`src/rtl/smg_scan.sv`:
```
// Multiplexed seven-segment scanner: one digit per clk_1khz rising edge, with a blanking
// gap between digits and a double-buffered frame so upstream updates never tear a frame.
module smg_scan #(
  parameter int DIGITS         = 6,
  parameter int BLANK_CYC      = 50,
  parameter bit SEG_ACTIVE_LOW = 1'b1,
  parameter bit DIG_ACTIVE_LOW = 1'b1
) (
  input  logic                  clk_50MHz,
  input  logic                  rst,
  input  logic                  clk_1khz,
  input  logic [4*DIGITS-1:0]   disp_data,
  input  logic [DIGITS-1:0]     dp_mask,
  input  logic                  blank_lz,
  input  logic                  data_valid,
  output logic [7:0]            seg,
  output logic [DIGITS-1:0]     sel,
  output logic                  frame_done
);

  localparam int IW = (DIGITS > 1) ? $clog2(DIGITS) : 1;
  localparam logic [IW-1:0] LAST = IW'(DIGITS - 1);
  localparam logic [8:0] BLANK_END = 9'(BLANK_CYC);

  typedef enum logic [1:0] {IDLE, BLANK, SHOW} state_t;

  state_t                state, state_nxt;
  logic                  s1, s2, s3;
  logic                  tick, wrap, copy;
  logic [IW-1:0]         idx, idx_nxt;
  logic [7:0]            cnt, cnt_nxt;

  logic [4*DIGITS-1:0]   act_data, pend_data, act_data_nxt;
  logic [DIGITS-1:0]     act_dp, pend_dp, act_dp_nxt;
  logic                  act_lz, pend_lz, act_lz_nxt, pend_flag;

  logic [DIGITS-1:0]     lz_mask;
  logic                  lead;
  logic [3:0]            code;
  logic                  dp_on, lit;
  logic [7:0]            seg_raw;
  logic [DIGITS-1:0]     sel_raw;

  // Segment pattern {g,f,e,d,c,b,a}, active-high.
  function automatic logic [6:0] decode7(input logic [3:0] c);
    logic [6:0] p;
    case (c)
      4'h0: p = 7'h3F;
      4'h1: p = 7'h06;
      4'h2: p = 7'h5B;
      4'h3: p = 7'h4F;
      4'h4: p = 7'h66;
      4'h5: p = 7'h6D;
      4'h6: p = 7'h7D;
      4'h7: p = 7'h07;
      4'h8: p = 7'h7F;
      4'h9: p = 7'h6F;
      4'hA: p = 7'h40;
      4'hC: p = 7'h39;
      4'hD: p = 7'h79;
      4'hE: p = 7'h50;
      default: p = 7'h00;
    endcase
    return p;
  endfunction

  assign tick = s2 & ~s3;
  assign wrap = tick && (idx == LAST);
  assign copy = wrap && pend_flag;

  always_comb begin
    state_nxt = state;
    idx_nxt   = idx;
    cnt_nxt   = cnt;
    if (tick) begin
      // A tick in any state advances the digit and restarts the gap.
      idx_nxt   = (idx == LAST) ? '0 : idx + 1'b1;
      cnt_nxt   = '0;
      state_nxt = (BLANK_CYC == 0) ? SHOW : BLANK;
    end else if (state == BLANK) begin
      cnt_nxt = cnt + 8'd1;
      if (({1'b0, cnt} + 9'd1) >= BLANK_END) state_nxt = SHOW;
    end
  end

  always_comb begin
    act_data_nxt = copy ? pend_data : act_data;
    act_dp_nxt   = copy ? pend_dp   : act_dp;
    act_lz_nxt   = copy ? pend_lz   : act_lz;
  end

  // Leading-zero run from the leftmost digit; a dp on a zero ends the run.
  always_comb begin
    lz_mask = '0;
    lead    = act_lz_nxt;
    for (int i = DIGITS - 1; i >= 1; i--) begin
      if (lead && (act_data_nxt[4*i +: 4] == 4'h0) && !act_dp_nxt[i]) lz_mask[i] = 1'b1;
      else lead = 1'b0;
    end
  end

  // Output stage is computed from next-cycle state so the registers line up with idx.
  always_comb begin
    code    = act_data_nxt[4*idx_nxt +: 4];
    dp_on   = act_dp_nxt[idx_nxt];
    lit     = (state_nxt == SHOW) && !lz_mask[idx_nxt];
    seg_raw = lit ? {dp_on, decode7(code)} : 8'h00;
    sel_raw = (state_nxt == SHOW) ? (DIGITS'(1) << idx_nxt) : '0;
  end

  always_ff @(posedge clk_50MHz) begin
    if (rst) begin
      s1         <= 1'b0;
      s2         <= 1'b0;
      s3         <= 1'b0;
      state      <= IDLE;
      idx        <= LAST;
      cnt        <= '0;
      frame_done <= 1'b0;
      act_data   <= {DIGITS{4'hB}};
      act_dp     <= '0;
      act_lz     <= 1'b0;
      pend_data  <= {DIGITS{4'hB}};
      pend_dp    <= '0;
      pend_lz    <= 1'b0;
      pend_flag  <= 1'b0;
      seg        <= {8{SEG_ACTIVE_LOW}};
      sel        <= {DIGITS{DIG_ACTIVE_LOW}};
    end else begin
      s1         <= clk_1khz;
      s2         <= s1;
      s3         <= s2;
      state      <= state_nxt;
      idx        <= idx_nxt;
      cnt        <= cnt_nxt;
      frame_done <= wrap;
      act_data   <= act_data_nxt;
      act_dp     <= act_dp_nxt;
      act_lz     <= act_lz_nxt;
      if (data_valid) begin
        pend_data <= disp_data;
        pend_dp   <= dp_mask;
        pend_lz   <= blank_lz;
        pend_flag <= 1'b1;
      end else if (copy) begin
        pend_flag <= 1'b0;
      end
      seg <= SEG_ACTIVE_LOW ? ~seg_raw : seg_raw;
      sel <= DIG_ACTIVE_LOW ? ~sel_raw : sel_raw;
    end
  end

endmodule

```
`config.mk`:
```
export PLATFORM = sky130hd
export DESIGN_NAME = smg_scan
export DESIGN_NICKNAME = d
export VERILOG_FILES = /design/src/rtl/smg_scan.sv
export SDC_FILE = /design/constraint.sdc
export NUM_CORES = 1
export LEC_CHECK = 0
export CAP_MARGIN = 15
export CORE_MARGIN = 1.5
export CORE_UTILIZATION = 55
export DETAILED_ROUTE_END_ITERATION = 10
export GPL_TIMING_DRIVEN = 0
export PLACE_DENSITY = 0.86
export SYNTH_ARGS = -nofsm -noshare
export SYNTH_HDL_FRONTEND = slang
export SYNTH_SLANG_ARGS = --single-unit
```
`constraint.sdc`:
```
create_clock -name clk_50MHz -period 5.39 [get_ports clk_50MHz]
set_input_delay 1.078 -clock clk_50MHz [delete_from_list [all_inputs] [get_ports clk_50MHz]]
set_output_delay 1.078 -clock clk_50MHz [all_outputs]
set_load 0.1 [all_outputs]
```
==> flow_summary.json <==
{
  "dieArea_mm2": 0.008441,
  "crit_cells": 15,
  "worstPathMaxFanout": 10,
  "yosys_warnings": 0,
  "worst_slack_ps": 1873,
  "cp-endpoint": "seg[4]",
  "cts_resized": 0,
  "multi_input_area_mm2": 0.002272,
  "cts-root-buf": "clkbuf_8",
  "grt_use_total": 0.2570,
  "synth_seq_cells": 94,
  "antennaDiodeCount": 0,
  "setup_viol": 0,
  "ctsHtreeMaxLevel": 3,
  "synthTopCellsByArea": "dfxtp_1 (43%), mux2i_1 (8.5%), nor2_1 (3.9%), a211o_1 (3.8%), nor2b_1 (2.9%)",
  "r2r_start": "idx[0]",
  "utilization": 0.6706,
  "wirelength_um": 10130,
  "hold_viol_final": 0,
  "cts_tree": "built",
  "slew_headroom": 0.3531,
  "hold_path_depth": 1,
  "gp_congestion": 0.9406,
  "finalClockSkew_ps": 8.134,
  "rr_worst_depth": 15,
  "clock.fmax_ghz": 0.2844,
  "cp_slowest_stage_delay_ps": 460,
  "syn-num-nets": 488,
  "hold_path.class": "reg -> reg",
  "ant_nets": 0,
  "avgSynthCellArea_um2": 9.718,
  "path_cells": "buf_6, and3b_2, buf_6, nand2_4, buf_6, buf_6, mux2i_1, o32ai_1, or2_2, o21ai_0, inv_1, ha_1, nor3_1, mux2_4, o21ai_2",
  "initial_utilization": 0.5651,
  "place_hpwl_um": 7802,
  "cts_setup_buffers": 0,
  "num_rows": 32,
  "timing.max_cap.violations": 0,
  "grt_pass1_wl_um": 16840,
  "rsz0062_at_grt": "no",
  "report.power.total_w": 0.001394,
  "ir_drop_mv": 0.1678,
  "clock_sinks": 94,
  "netlist.top_cell.by_area": "dfxtp_1",
  "port-buffer-count": 48,
  "endpoint_kind": "flip-flop",
  "grt_overflow_total": 0,
  "fin_crit_sh": 0.6524,
  "nFillCells": 645,
  "place_ws_ps": 1955,
  "synth_edf_count": 0,
  "dieHeight_um": 91.88,
  "grt_pass1_vias": 3457,
  "critPathMostFrequentCell": "buf_6",
  "async_reset_ff_frac": 0,
  "powerDensity_mw_per_mm2": 270.4,
  "path_buf_inv": 5,
  "syn_inst": 447,
  "drt_iter0_markers": 231,
  "synthFlopType": "dfxtp_1",
  "vias_per_cell": 5.682,
  "numCtsBuffers": 9,
  "p_leak_nw": 2.036,
  "max-clock-path-buffers": 2,
  "worst_pin_slew_ps": 967.4,
  "cpMaxStageDelayCell": "o21ai_0",
  "die_w_um": 91.88,
  "yosysMostFrequentCell": "dfxtp_1",
  "antenna_found_initial": 0,
  "dr.pass1.iters": 4,
  "ys_top_cells_by_count": "dfxtp_1 (94), nor2_1 (45), mux2i_1 (37)",
  "worstSetupStartpoint": "idx[0]",
  "period_needed_ps": 3517,
  "path_clk_slew_ps": 90,
  "grt_max_degree": 18,
  "ys_seq_area_frac": 0.4332,
  "clkLatencyLatePin_ps": 370,
  "cts-hold-fix-buffers": 0,
  "path_class": "reg -> reg",
  "routedWlPerCell_um": 16.52,
  "yosys.area.top_type_share": 0.4332,
  "rr_endpoint": "seg[4]",
  "critPathArrivalTime_ps": 3780,
  "vias": 3483,
  "drc_errors": 0,
  "hold_ws_ps": 460.3,
  "drv_slew": 0,
  "yosys.cell_types.count": 74,
  "status": "finished clean",
  "area_growth_pct": 18.66,
  "reg2reg_slack_ps": 1870,
  "setup-tns-final_ps": 0,
  "fp.coreArea_mm2": 0.007687,
  "final_nets": 547,
  "io_pins": 50,
  "seqCellArea_mm2": 0.001882,
  "required_ps": 5660,
  "synth_area_mm2": 0.004344,
  "drive_above_1_share": 0.1115,
  "crit_path_start_kind": "flip-flop",
  "crit_family": "simple AND/OR/NAND/NOR gates"
}
[per-stage QoR]
step                area [µm²]  std cells
floorplan                 4344        447
global placement          4952        597
detailed placement        4952        597
CTS                       5155        613
global route              5155        613
finish                    5155        613
[placed cells by master, fill, tap and decap left out, types with 4 or more instances in the layout]
cell type,n
nand3b_1,7
and2_1,4
o21ai_0,10
nor3_1,11
xor2_1,4
nand3_1,13
ha_1,6
buf_6,8
clkdlybuf4s50_1,48
dfxtp_1,94
clkbuf_1,13
clkbuf_8,9
or4_1,6
xnor2_1,5
mux2i_1,37
nand2_1,29
nor2b_1,20
a211o_1,19
nor2_1,45
buf_1,4
a21oi_1,14
inv_1,7
nand2b_1,15
[power by group]
part	internal, W	total (W)	switching (W)
clock network	0.000219	0.000478	0.000259
registers	0.000716	0.000733	0.0000171
logic	0.0000855	0.000184	0.0000980
total	0.00102	0.00139	0.000374
[area by class of cell]
class                   count  share of cell area
multi-input cells         319              0.4408
flip-flops and latches     94              0.3650
repair buffers             48             0.09320
plain buffers              27             0.03180
well taps                 102             0.02476
clock buffers               9             0.02403
clock inverters             7             0.01529
inverters                   7            0.005097
[how the worst min path moves through the flow]
stage	startpoint	end	slack, ps
floorplan	s1	s2	410
global placement	s1	s2	430
detailed placement	s1	s2	430
CTS	s1	s2	460
global route	s1	s2	480
finish	s1	s2	460
[flip-flops by register name (all words and copies together) (netlist names)]
name / flops
s3: 1
act_data: 24
seg: 8
pend_data: 24
state: 2
cnt: 8
pend_dp: 6
pend_lz: 1
s1: 1
frame_done: 1
s2: 1
act_lz: 1
sel: 6
pend_flag: 1
act_dp: 6
idx: 3
[cell families (layout without fill, tap and decap cells)]
family                   count (synthesis)  in the layout  share of synthesized area
AND/OR/NAND/NOR                        172            172                     0.2120
flip-flops                              94             94                     0.4332
AO/OA/AOI/OAI                           91             91                     0.1757
multiplexers                            39             39                    0.09130
buffers and inverters                   34             98                    0.04378
XOR/XNOR                                10             10                    0.02448
adder cells (fa/ha/maj)                  7              7                    0.01958
[worst reg2reg max path: stages, from the launching register on]
cell and delay [ps]:
dfxtp_1 320, buf_6 140, and3b_2 220, buf_6 140
nand2_4 70, buf_6 180, buf_6 190, mux2i_1 330
o32ai_1 150, or2_2 310, o21ai_0 460, inv_1 130
ha_1 250, nor3_1 300, mux2_4 210, o21ai_2 40
[routing by layer]
layer  share of wire  GRT usage  vias up
li1                -          -     1711
met1            0.43     0.3178     1635
met2            0.48     0.4420      119
met3           0.063    0.03980       18
met4           0.022     0.1103        0
met5               0          0        -
Note: power is estimated with default switching activity, not from simulation.
